`config.mk`:
```
export PLATFORM = sky130hd
export DESIGN_NAME = ps2_host_ctrl
export DESIGN_NICKNAME = d
export VERILOG_FILES = /design/src/rtl/ps2_pkg.sv /design/src/rtl/ps2_tx_shift.sv /design/src/rtl/ps2_host_ctrl.sv
export SDC_FILE = /design/constraint.sdc
export NUM_CORES = 1
export LEC_CHECK = 0
export ABC_AREA = 1
export CORE_MARGIN = 4
export CORE_UTILIZATION = 40
export DETAILED_ROUTE_END_ITERATION = 12
export PLACE_DENSITY = 0.63
export SYNTH_ARGS = -nofsm -noshare
export SYNTH_HDL_FRONTEND = slang
export SYNTH_HIERARCHICAL = 1
export SYNTH_SLANG_ARGS = --single-unit
```
`constraint.sdc`:
```
create_clock -name clk -period 2.2 [get_ports clk]
set_input_delay 0.66 -clock clk [delete_from_list [all_inputs] [get_ports clk]]
set_output_delay 0.66 -clock clk [all_outputs]
set_load 0.02 [all_outputs]
```
`src/rtl/ps2_pkg.sv`:
```
// Shared types and protocol constants for the PS/2 host command sequencer.
package ps2_pkg;

   typedef enum logic [2:0] {
      ST_BOOT,
      ST_INHIBIT,
      ST_TX,
      ST_ACK,
      ST_RESP,
      ST_BAT,
      ST_IDLE,
      ST_ERROR
   } state_e;

   typedef enum logic [2:0] {
      SEQ_RESET,
      SEQ_LED_CMD,
      SEQ_LED_VAL,
      SEQ_RATE_CMD,
      SEQ_RATE_VAL
   } seq_e;

   typedef enum logic [1:0] {
      PH_IDLE,
      PH_DATA,
      PH_ACK
   } tx_phase_e;

   localparam logic [7:0] CMD_RESET    = 8'hFF;
   localparam logic [7:0] CMD_LEDS     = 8'hED;
   localparam logic [7:0] CMD_RATE     = 8'hF3;
   localparam logic [7:0] RSP_ACK      = 8'hFA;
   localparam logic [7:0] RSP_RESEND   = 8'hFE;
   localparam logic [7:0] RSP_BAT_OK   = 8'hAA;
   localparam logic [7:0] RSP_BAT_ERR  = 8'hFC;
   localparam logic [7:0] RATE_DEFAULT = 8'h20;

   function automatic logic odd_parity(input logic [7:0] b);
      return ~^b;
   endfunction

endpackage

```
`src/rtl/ps2_tx_shift.sv`:
```
// Host-to-device PS/2 bit shifter: filtered kbd_clk falling-edge detect,
// d0..d7 + odd parity + stop, then device ACK sample.
module ps2_tx_shift
   import ps2_pkg::*;
(
   input  logic       clk,
   input  logic       res_n,
   input  logic       kbd_clk_i,
   input  logic       kbd_dat_i,
   input  logic       start_i,
   input  logic       abort_i,
   input  logic [7:0] tx_byte_i,
   output logic       dat_oe_o,
   output logic       sent_o,
   output logic       done_o,
   output logic       nack_o
);

   logic [3:0] filt_q;
   logic       lvl_q;
   logic       fall;
   logic [8:0] shreg_q;
   logic [3:0] cnt_q;
   tx_phase_e  phase_q;

   assign fall = lvl_q && (filt_q == 4'b0000);

   always_ff @(posedge clk or negedge res_n) begin
      if (!res_n) begin
         filt_q   <= '1;
         lvl_q    <= 1'b1;
         shreg_q  <= '0;
         cnt_q    <= '0;
         phase_q  <= PH_IDLE;
         dat_oe_o <= 1'b0;
         sent_o   <= 1'b0;
         done_o   <= 1'b0;
         nack_o   <= 1'b0;
      end else begin
         filt_q <= {filt_q[2:0], kbd_clk_i};
         if (filt_q == 4'b1111)
            lvl_q <= 1'b1;
         else if (filt_q == 4'b0000)
            lvl_q <= 1'b0;

         sent_o <= 1'b0;
         done_o <= 1'b0;
         nack_o <= 1'b0;

         if (abort_i) begin
            phase_q  <= PH_IDLE;
            dat_oe_o <= 1'b0;
         end else if (start_i) begin
            // dat_oe high here is the start bit / request-to-send
            shreg_q  <= {odd_parity(tx_byte_i), tx_byte_i};
            cnt_q    <= '0;
            dat_oe_o <= 1'b1;
            phase_q  <= PH_DATA;
         end else if (fall) begin
            case (phase_q)
               PH_DATA: begin
                  if (cnt_q == 4'd9) begin
                     dat_oe_o <= 1'b0;
                     sent_o   <= 1'b1;
                     phase_q  <= PH_ACK;
                  end else begin
                     dat_oe_o <= ~shreg_q[0];
                     shreg_q  <= {1'b0, shreg_q[8:1]};
                     cnt_q    <= cnt_q + 4'd1;
                  end
               end
               PH_ACK: begin
                  done_o  <= ~kbd_dat_i;
                  nack_o  <= kbd_dat_i;
                  phase_q <= PH_IDLE;
               end
               default: ;
            endcase
         end
      end
   end

endmodule

```
`src/rtl/ps2_host_ctrl.sv`:
```
// PS/2 host command sequencer: keyboard reset, BAT check, LED updates.
// Define PS2_TYPEMATIC_EN to also program the typematic rate after BAT.
module ps2_host_ctrl
   import ps2_pkg::*;
#(
   parameter int unsigned INHIBIT_CYC = 1400,
   parameter int unsigned TIMEOUT_CYC = 280000,
   parameter int unsigned RETRIES     = 3
) (
   input  logic       clk,
   input  logic       res_n,
   input  logic       kbd_clk,
   input  logic       kbd_dat,
   output logic       kbd_clk_oe,
   output logic       kbd_dat_oe,
   input  logic       rx_ready,
   input  logic [7:0] rx_data,
   input  logic       led_req,
   input  logic [2:0] led_val,
   output logic       rx_mask,
   output logic       busy,
   output logic       init_done,
   output logic       err
);

   localparam int unsigned CMAX = (TIMEOUT_CYC > INHIBIT_CYC) ? TIMEOUT_CYC : INHIBIT_CYC;
   localparam int unsigned CW   = $clog2(CMAX + 1);
   localparam int unsigned RW   = $clog2(RETRIES + 1);

   state_e        state_q;
   seq_e          seq_q;
   logic [CW-1:0] cnt_q;
   logic [RW-1:0] tries_q;
   logic [7:0]    byte_q;
   logic [2:0]    led_q, pend_val_q;
   logic          pend_q, clk_oe_q, rx_mask_q, busy_q, init_done_q, err_q;
   logic          tx_start, tmo, fail, tx_dat_oe, tx_sent, tx_done, tx_nack;

   always_comb begin
      tx_start = (state_q == ST_INHIBIT) && (cnt_q == CW'(INHIBIT_CYC - 1));
      tmo      = (state_q inside {ST_TX, ST_ACK, ST_RESP, ST_BAT}) &&
                 (cnt_q == CW'(TIMEOUT_CYC - 1));
      fail     = tmo || ((state_q == ST_ACK) && tx_nack) ||
                 ((state_q == ST_RESP) && rx_ready && (rx_data == RSP_RESEND));
   end

   ps2_tx_shift u_shift (
      .clk       (clk),
      .res_n     (res_n),
      .kbd_clk_i (kbd_clk),
      .kbd_dat_i (kbd_dat),
      .start_i   (tx_start),
      .abort_i   (fail),
      .tx_byte_i (byte_q),
      .dat_oe_o  (tx_dat_oe),
      .sent_o    (tx_sent),
      .done_o    (tx_done),
      .nack_o    (tx_nack)
   );

   always_ff @(posedge clk or negedge res_n) begin
      if (!res_n) begin
         state_q     <= ST_BOOT;
         seq_q       <= SEQ_RESET;
         cnt_q       <= '0;
         tries_q     <= '0;
         byte_q      <= '0;
         led_q       <= '0;
         pend_val_q  <= '0;
         pend_q      <= 1'b0;
         clk_oe_q    <= 1'b0;
         rx_mask_q   <= 1'b0;
         busy_q      <= 1'b0;
         init_done_q <= 1'b0;
         err_q       <= 1'b0;
      end else begin
         if (led_req && (state_q != ST_IDLE) && (state_q != ST_ERROR)) begin
            pend_q     <= 1'b1;
            pend_val_q <= led_val;
         end
         cnt_q <= cnt_q + CW'(1);

         if (fail) begin
            // Every failed try restarts from INHIBIT with the same byte
            cnt_q <= '0;
            if (tries_q == RW'(RETRIES - 1)) begin
               state_q   <= ST_ERROR;
               err_q     <= 1'b1;
               rx_mask_q <= 1'b0;
               clk_oe_q  <= 1'b0;
            end else begin
               tries_q  <= tries_q + RW'(1);
               state_q  <= ST_INHIBIT;
               clk_oe_q <= 1'b1;
            end
         end else begin
            case (state_q)
               ST_BOOT: begin
                  byte_q    <= CMD_RESET;
                  seq_q     <= SEQ_RESET;
                  tries_q   <= '0;
                  cnt_q     <= '0;
                  clk_oe_q  <= 1'b1;
                  rx_mask_q <= 1'b1;
                  busy_q    <= 1'b1;
                  state_q   <= ST_INHIBIT;
               end
               ST_INHIBIT: if (tx_start) begin
                  cnt_q   <= '0;
                  state_q <= ST_TX;
               end
               ST_TX: begin
                  // clk released only once data is already pulled low
                  if (tx_dat_oe) clk_oe_q <= 1'b0;
                  if (tx_sent) begin
                     cnt_q   <= '0;
                     state_q <= ST_ACK;
                  end
               end
               ST_ACK: if (tx_done) begin
                  cnt_q   <= '0;
                  state_q <= ST_RESP;
               end
               ST_RESP: if (rx_ready && (rx_data == RSP_ACK)) begin
                  cnt_q   <= '0;
                  tries_q <= '0;
                  case (seq_q)
                     SEQ_RESET: state_q <= ST_BAT;
                     SEQ_LED_CMD: begin
                        byte_q   <= {5'b0, led_q};
                        seq_q    <= SEQ_LED_VAL;
                        clk_oe_q <= 1'b1;
                        state_q  <= ST_INHIBIT;
                     end
                     SEQ_RATE_CMD: begin
                        byte_q   <= RATE_DEFAULT;
                        seq_q    <= SEQ_RATE_VAL;
                        clk_oe_q <= 1'b1;
                        state_q  <= ST_INHIBIT;
                     end
                     SEQ_RATE_VAL: begin
                        init_done_q <= 1'b1;
                        busy_q      <= 1'b0;
                        state_q     <= ST_IDLE;
                     end
                     default: begin
                        busy_q  <= 1'b0;
                        state_q <= ST_IDLE;
                     end
                  endcase
               end
               ST_BAT: if (rx_ready) begin
                  if (rx_data == RSP_BAT_OK) begin
                     cnt_q <= '0;
`ifdef PS2_TYPEMATIC_EN
                     byte_q   <= CMD_RATE;
                     seq_q    <= SEQ_RATE_CMD;
                     clk_oe_q <= 1'b1;
                     state_q  <= ST_INHIBIT;
`else
                     init_done_q <= 1'b1;
                     busy_q      <= 1'b0;
                     state_q     <= ST_IDLE;
`endif
                  end else if (rx_data == RSP_BAT_ERR) begin
                     err_q     <= 1'b1;
                     rx_mask_q <= 1'b0;
                     state_q   <= ST_ERROR;
                  end
               end
               ST_IDLE: begin
                  cnt_q     <= '0;
                  rx_mask_q <= 1'b0;
                  if (led_req || pend_q) begin
                     led_q     <= led_req ? led_val : pend_val_q;
                     pend_q    <= 1'b0;
                     byte_q    <= CMD_LEDS;
                     seq_q     <= SEQ_LED_CMD;
                     tries_q   <= '0;
                     clk_oe_q  <= 1'b1;
                     rx_mask_q <= 1'b1;
                     busy_q    <= 1'b1;
                     state_q   <= ST_INHIBIT;
                  end
               end
               ST_ERROR: begin
                  cnt_q     <= '0;
                  clk_oe_q  <= 1'b0;
                  rx_mask_q <= 1'b0;
               end
               default: state_q <= ST_BOOT;
            endcase
         end
      end
   end

   assign kbd_clk_oe = clk_oe_q;
   assign kbd_dat_oe = tx_dat_oe;
   assign rx_mask    = rx_mask_q;
   assign busy       = busy_q;
   assign init_done  = init_done_q;
   assign err        = err_q;

endmodule

```
Word level (Yosys, flattened, before mapping)
Index checks and enable logic that the tools add are counted.
- $add $sub $neg: 3
- eq/ne operators: 46
- mux-type cells: 100
- bitwise logic cells: 3
- reduce and logical (&&, ||, !) cells: 48
- operators by type and width (cell ; number):
    19-bit 2-to-1 mux ; 7
    19-bit case mux with 6 select lines ; 1
    1-bit 2-to-1 mux ; 50
    3-bit 2-to-1 mux ; 12
    9-bit 2-to-1 mux ; 4
    8-bit equality test (second input constant) ; 4
    8-bit case mux with 3 select lines ; 1
    3-bit != test (second input constant) ; 7
    3-bit case mux with 7 select lines ; 1
    5-bit AND reduction ; 4
    19-bit by 1-bit adder with 19-bit output (second input constant) ; 1
    19-bit by 11-bit equality test with 1-bit output (second input constant) ; 1
    19-bit equality test (second input constant) ; 1
    2-bit 2-to-1 mux ; 8
    4-bit 2-to-1 mux ; 4
    8-bit 2-to-1 mux ; 2
    8-bit case mux with 2 select lines ; 1
    4-bit nonzero test ; 4
    3-bit equality test (second input constant) ; 5
    3-bit by 2-bit != test with 1-bit output (second input constant) ; 5
    2-bit nonzero test ; 7
    2-bit != test (second input constant) ; 6
    3-bit case mux with 2 select lines ; 2
    3-bit by 2-bit equality test with 1-bit output (second input constant) ; 3
    other kinds (34) ; 59
- register bits after elaboration: 71
- bits of input ports: 17
- output and inout port bits: 6

Logic depth before layout (Yosys ltp)
- depth after elaboration: 7
- depth in mapped cells: 14

By module
The synthesis kept the hierarchy.
- by module, submodules not included (module ; instances ; cells each ; area each (µm²) ; sequential area each (µm²)):
    ps2_host_ctrl ; 1 ; 381 ; 2731.4 ; 1126.1
    ps2_tx_shift ; 1 ; 163 ; 1403.8 ; 606.8

Worst setup path before layout
No wires, ideal clock.
- kind: flip-flop to flip-flop
- from: register cnt_q[0] (netlist name)
- to: register u_shift.shreg_q[5]
- library setup time: 123 ps
- arrival: 1843 ps
- path slack: 234 ps
- cell stages (with the launch flop): 13
- path through: dfrtp_1 ha_1 nand2_1 nor3_1 nand3_1 inv_1 buf_6 inv_6 a21oi_4 nand3_4 buf_6 nand2_2 o21ai_2
- RTL lines (item ; line ; RTL):
    to (signal assigned) ; ps2_tx_shift.sv:55 ; shreg_q <= {odd_parity(tx_byte_i), tx_byte_i};
    to (signal assigned) ; ps2_tx_shift.sv:68 ; shreg_q <= {1'b0, shreg_q[8:1]};
    to (decl) ; ps2_tx_shift.sv:22 ; logic [8:0] shreg_q;

Worst setup path after layout
- from: register u_shift.dat_oe_o
- to: output kbd_dat_oe
- RTL lines (item ; line ; RTL):
    from (decl) ; ps2_tx_shift.sv:13 ; output logic dat_oe_o,
    from (signal assigned) ; ps2_tx_shift.sv:67 ; dat_oe_o <= ~shreg_q[0];
    to (decl) ; ps2_host_ctrl.sv:15 ; output logic kbd_dat_oe,
No word-level cell between the ends.

==> impl_results.md <==
* Synth top area cells: dfrtp_1, nand2_1, nor2_1, inv_1, nand3_1
* Final Max Tran Viols at 0
* Delay-heaviest family, CP: buffers and inverters
* Drc violations at 0
* Distinct cells, synth at 43
* Post-synth top flop: dfrtp_1
* Die Wd at roughly 110 um
* Cell Area, Placed at between 4000 and 5000 sq um
* Vias in the first global route at approximately 3600
* Drt first pass iters at 4
* Clock skew at roughly 0.014 ns
* Worst-Skew Late Latency at between 0.3 and 0.4 ns
* Die Y at 110 um
* Worst-Margin Slew at 0.391 ns
* Met2 GRT Util at 0.276
* RR Startpoint: cnt_q[0]
* Core ar. at between 9000 and 10000 sq um
* Slowest CP cell: clkdlybuf4s50_1
* Pin count of the biggest net entering global routing at 70
* Fmax achieved at about 0.48 GHz
* Worst Path Max Fanout at 3
* Area delta synth->final at 18.5%
* Worst Setup End Kind: output pin
* GR Layer Usage met1 at 0.212
* Final number of setup-violating endpoints at 0
* Initial antenna violation count at 0
* CTS Buf Count at 9
* Critical path class: reg2out
* LEAKAGE at around 2.4 nW
* DR WL/cell at roughly 12 um
* PwrDens at a little under 500 nW/um^2
* Largest area contributor in the netlist: dfrtp_1
* Post-synthesis sequential area ratio at 0.419
* Gr ovfl total at 0
* Antenna viol nets, final at 0
* R2R Path End: u_shift/phase_q[0]
* Clock transition at path regs at ~0.060 ns
* Status: completed
* Hold_buf cts at 0
* MaxCap Viol Count at 0
* Routed Wire Length at about 9100 um
* DPL Wire Length at between 6000 and 7000 um
* Design area at about 4900 sq um
* Post-Synthesis Cell Area at around 4100 sq um
* Global route hottest layer: met2
* CTS root buf: clkbuf_8
* Worst EP arrival at 1.42 ns
* H-tree depth at 3
* Global-route wire length before repair at between 15000 and 20000 um
* R2R depth at 11
* Row cnt at 36
* Synthesized netlist cell count at between 500 and 600
* CP bufs+invs at 1
* Gr usage total at 0.169
* Synth Register Bits at a little under 70
* Startpoint Class: register
* GP Congestion at roughly 0.9
* Worst Hold Class: in2async
* CP cell instances: clkdlybuf4s50_1
* Post-synth top area share at 0.387
* Syn nets at between 500 and 600
* EDFF count, synth at 0
* CTS sink cnt at 69
* IO Count at 23
* ANT cells at 0
* GR Util met3 at 0.0370
* Yosys warns at 6
* Required @ worst endpoint at 1.54 ns
* Mean Syn Cell Area at around 7.6 sq um
* Share of layout cells above drive strength 1 at 0.167
* Tcrit/Tclk final at 0.944
* DR vias/cell at a little under 5
* RSZ-0062 raised after global routing: no
* Synth top cells by count: nand2_1, nor2_1, dfrtp_1
* Starting DRT DRC Count at approximately 180
* Post-CTS Setup Bufs at 0
* Nets@finish at just over 600
* Count leader, synth: nand2_1
* CTS tree: yes
* Min Tclk post-route at slightly above 2 ns
* PostCTS Resize Cnt at 0
* Fin util at 0.494
* Starting Density at 0.417
* VDD IR max at ~290 uV
* Slew HR at 0.739
* Clock buffer depth at 2
* Fraction of synthesis flops using an asynchronous set or reset pin at 1.00
* R2R Setup Slk at 0.22 ns
* Final Hold Vio Count at 0
* DR vias at around 3600
* Critical Path Max Stage Delay at approximately 0.64 ns
* Port Buffers at 22
* Die area at approximately 12000 sq um
[layout by cell type, fill, tap and decap left out, types with 2 or more instances in the layout]
cell type	count
clkdlybuf4s50_1	21
nor2_2	2
o21ai_0	19
o21bai_1	2
a21oi_1	3
inv_1	60
xor2_1	13
nand2_1	163
dfstp_2	5
inv_2	3
nand2_4	2
or2_2	3
buf_4	26
or2_1	2
o21ai_2	12
xnor2_1	4
nand2_2	13
ha_1	6
dfrtp_1	64
nor3_1	10
nor2_4	2
nor2_1	65
mux2i_1	2
nand3_4	3
nand3_2	2
nand3_1	43
inv_4	2
nand4_1	10
a31oi_1	2
buf_12	3
nand3b_1	2
nor4_1	2
clkbuf_1	2
o21ai_1	5
clkbuf_8	13
[sequential cells by signal, summed over array words and instances (netlist names), 2 cells and up]
signal and flops:
u_shift/shreg_q 9, byte_q 6, u_shift/cnt_q 4, pend_val_q 3, seq_q 3, state_q 3, u_shift/phase_q 2, led_q 3
cnt_q 19, u_shift/filt_q 4, tries_q 2
[through the flow]
| stage | setup slack, ns | cells | TNS (ns) | hold WS, ns | total power, mW |
|---|---|---|---|---|---|
| 2_1_floorplan | 0.234 | 544 | 0 | 0.360 | 1.34 |
| 3_3_place_gp | -0.170 | 719 | -6.15 | 0.367 | 1.41 |
| 6_report | 0.123 | 736 | 0 | 0.300 | 2.39 |
| 5_1_grt | 0.00432 | 736 | 0 | 0.332 | 2.49 |
| 3_5_place_dp | -0.185 | 719 | -7.76 | 0.371 | 1.42 |
| 4_1_cts | 0.121 | 735 | 0 | 0.324 | 2.42 |
[final cells by class]
| cell class | instances | area, sq um |
|---|---|---|
| Fill cell | 964 | 5010 |
| Timing Repair Buffer | 51 | 470 |
| Clock buffer | 15 | 186 |
| Clock inverter | 1 | 5.00 |
| Sequential cell | 69 | 1730 |
| Tap cell | 133 | 166 |
| Inverter | 67 | 262 |
| Multi-Input combinational cell | 400 | 2080 |
[worst max path at each step]
stage	cells after the start	slack, ns	endpoint	start
after floorplan	12	0.23	u_shift/shreg_q[5]	cnt_q[0]
after global placement	10	-0.17	busy	rx_data[1]
after detailed placement	10	-0.18	cnt_q[4]	rx_data[1]
after CTS	1	0.12	kbd_dat_oe	u_shift/dat_oe_o
after global routing	10	0.004	busy	rx_data[1]
final	1	0.12	kbd_dat_oe	u_shift/dat_oe_o
[report_power, final]
part	switching, mW	total (mW)	internal (mW)
sequential	0.0102	1.30	1.29
clock	0.474	1.01	0.532
combinational	0.0502	0.0917	0.0415
total	0.535	2.39	1.86
[cell families after synthesis]
group,Yosys count,synth area share
AO/OA/AOI/OAI,47,0.0738
AND/OR/NAND/NOR,327,0.366
buffers and inverters,76,0.0826
multiplexers,2,0.00484
XOR/XNOR,17,0.0360
adder cells (fa/ha/maj),6,0.0182
flip-flops,69,0.419
[per-layer routing]
layer  vias to the layer above  wire length (um)
li1                       1833                 -
met1                      1683              4080
met2                        65              4290
met3                        24               376
met4                         0               302
met5                         -                 0
(Power assumes the default switching activity.)
==> variant: new RTL, config.mk and constraints unchanged <==
Add a define of `PS2_TYPEMATIC_EN`.
--- a/src/rtl/ps2_host_ctrl.sv
+++ b/src/rtl/ps2_host_ctrl.sv
@@ -1,5 +1,7 @@
 // PS/2 host command sequencer: keyboard reset, BAT check, LED updates.
 // Define PS2_TYPEMATIC_EN to also program the typematic rate after BAT.
+`define PS2_TYPEMATIC_EN
+
 module ps2_host_ctrl
    import ps2_pkg::*;
 #(
Behaviour: same outputs for any inputs over 10 cycles, from zero or initial values; that may be too few to reach the edited logic, so the function may still have changed.
==> variant against the original RTL <==
Largest power group unchanged; sequential cell count is 1 higher; count of clock-buffer cells in the layout is 3 lower; critical path type is now in2reg; critical path depth is 10 higher; sequential share of layout area is 0.31 points lower; via count is 0.39% higher; largest cell class unchanged; core utilization is 0.87 points lower; clock power is 10% lower; total power is 2.9% lower; routed wire length is 0.21% higher; design area is 2.3% higher; setup slack better by 0.0088 ns; synthesized area is 2.5% higher.
==> variant: results (changes against the original RTL) <==
# nets final=629 (+1.3%); Avg Synthesized Cell Area=7.76 sq um (+2.1%); met3 Usage GRT=2.62% (-1.1 points); # hold bufs at CTS=0 (unchanged); top flop regs=cnt_q (19), u_shift/shreg_q (9), byte_q (7); placer congestion estimate=0.844 (-4.4%); post-synthesis sequential area ratio=41.5% (-0.41 points); number of port buffers=22 (unchanged); reg-to-reg endpoint=u_shift/cnt_q[2]; part of the power in registers=56.7% (+2.6 points); TritonCTS Buffers=9 (unchanged); fraction of layout instances using a drive strength above 1=22.3% (+5.5 points); capture point of the worst path=cnt_q[5]; antenna cells=0 (unchanged); WL per Instance=12.1 um (-1.3%); largest fanout on the critical path=15 (+12); Hold Path Class=in2async; CP startpoint=rx_data[5]; via count of the first global-routing pass=3408 (-5.7%); via count=3619 (+0.39%); antenna violations before repair=0 (unchanged); Largest stage delay, worst path=0.46 ns (-0.18 ns); first-pass iteration count of the detailed router=4 (unchanged); leakage dissipation=0.00239 uW (+0.49%); result of the run=completed; power density normalized to cell area=464 nW/um^2 (-5.1%); Worst slew margin=75.6% (+1.7 points); global routing usage summed across all routing layers=15.3% (-1.7 points); final wirelength=9070 um (+0.21%); library cell used as clock root buffer=sky130_fd_sc_hd__clkbuf_8; top cell types by occurrence after synthesis=154 x sky130_fd_sc_hd__nand2_1, 65 x sky130_fd_sc_hd__dfrtp_1, 59 x sky130_fd_sc_hd__inv_1, 47 x sky130_fd_sc_hd__nor2_1, 33 x sky130_fd_sc_hd__nand3_1; met1 routing resource usage after global routing=19.6% (-1.6 points); minimum clock period after layout=2.07 ns (-0.00884 ns); worst-case clock skew=0.00839 ns (-0.00598 ns); switching power of the nets=565 uW (+5.7%); largest net degree at the start of global routing=54 (-23%); post-CTS setup repair buffer count=0 (unchanged); Fillers=1003 (+4.0%); data arrival time of the worst path=2.32 ns (+0.90 ns); highest ir drop seen on vdd=0.000422 V (+47%); cell area after placement=4760 sq um (+1.5%); flop-to-flop setup slack=0.25 ns (+0.03 ns); Cells after DPL=722 (+0.42%); Setup Slack @ Placement=-0.371 ns (-0.187 ns); drt first-iter violations=123 (-31%); async set-or-reset flop fraction in the synthesized netlist=100% (unchanged); Clk. pwr=906 uW (-10%); post-DP HPWL=6920 um (+2.6%); Synth Net Count=569 (+0.35%); Yosys cell types=46 (+7.0%); global-route met2 utilization=25.5% (-2.1 points); minimum hold slack=0.293 ns (-0.00642 ns); Top Family by Delay on Critical Path=buffers and inverters; wire length of the first global-routing pass=15500 um (-3.0%); most area-consuming cells after synthesis=sky130_fd_sc_hd__dfrtp_1 38%, sky130_fd_sc_hd__nand2_1 14%, sky130_fd_sc_hd__inv_1 5.2%, sky130_fd_sc_hd__nor2_1 4.2%, sky130_fd_sc_hd__nand3_1 3.9%; CTS clk-pin slew, worst paths=0.08 ns (+0.02 ns); later-pin clock latency in the skew report=0.35 ns
==> variant: cells by family (layout without fill, tap and decap cells) <==
family | Yosys count | after routing | share of synthesized area (%)
AND/OR/NAND/NOR | 314 | 314 | 36.0
buffers and inverters | 79 | 144 | 8.36
flip-flops | 70 | 70 | 41.5
AO/OA/AOI/OAI | 64 | 64 | 9.60
XOR/XNOR | 11 | 11 | 2.27
adder cells (fa/ha/maj) | 6 | 6 | 1.77
multiplexers | 2 | 2 | 0.473
==> variant: layer usage <==
layer / up-vias / share of wire [%]
met2: 53 / 49
met5: - / 0
li1: 1871 / -
met4: 0 / 1.3
met3: 12 / 3.6
met1: 1683 / 46
==> variant: layout make-up <==
type	instances	area (sq um)	share of cell area, %
Multi-Input combinational cell	397	2150	42.9
Sequential cell	70	1760	35.1
Timing Repair Buffer	58	510	10.2
Inverter	70	268	5.34
Tap cell	136	170	3.39
Clock buffer	12	135	2.69
Clock inverter	4	23.8	0.474
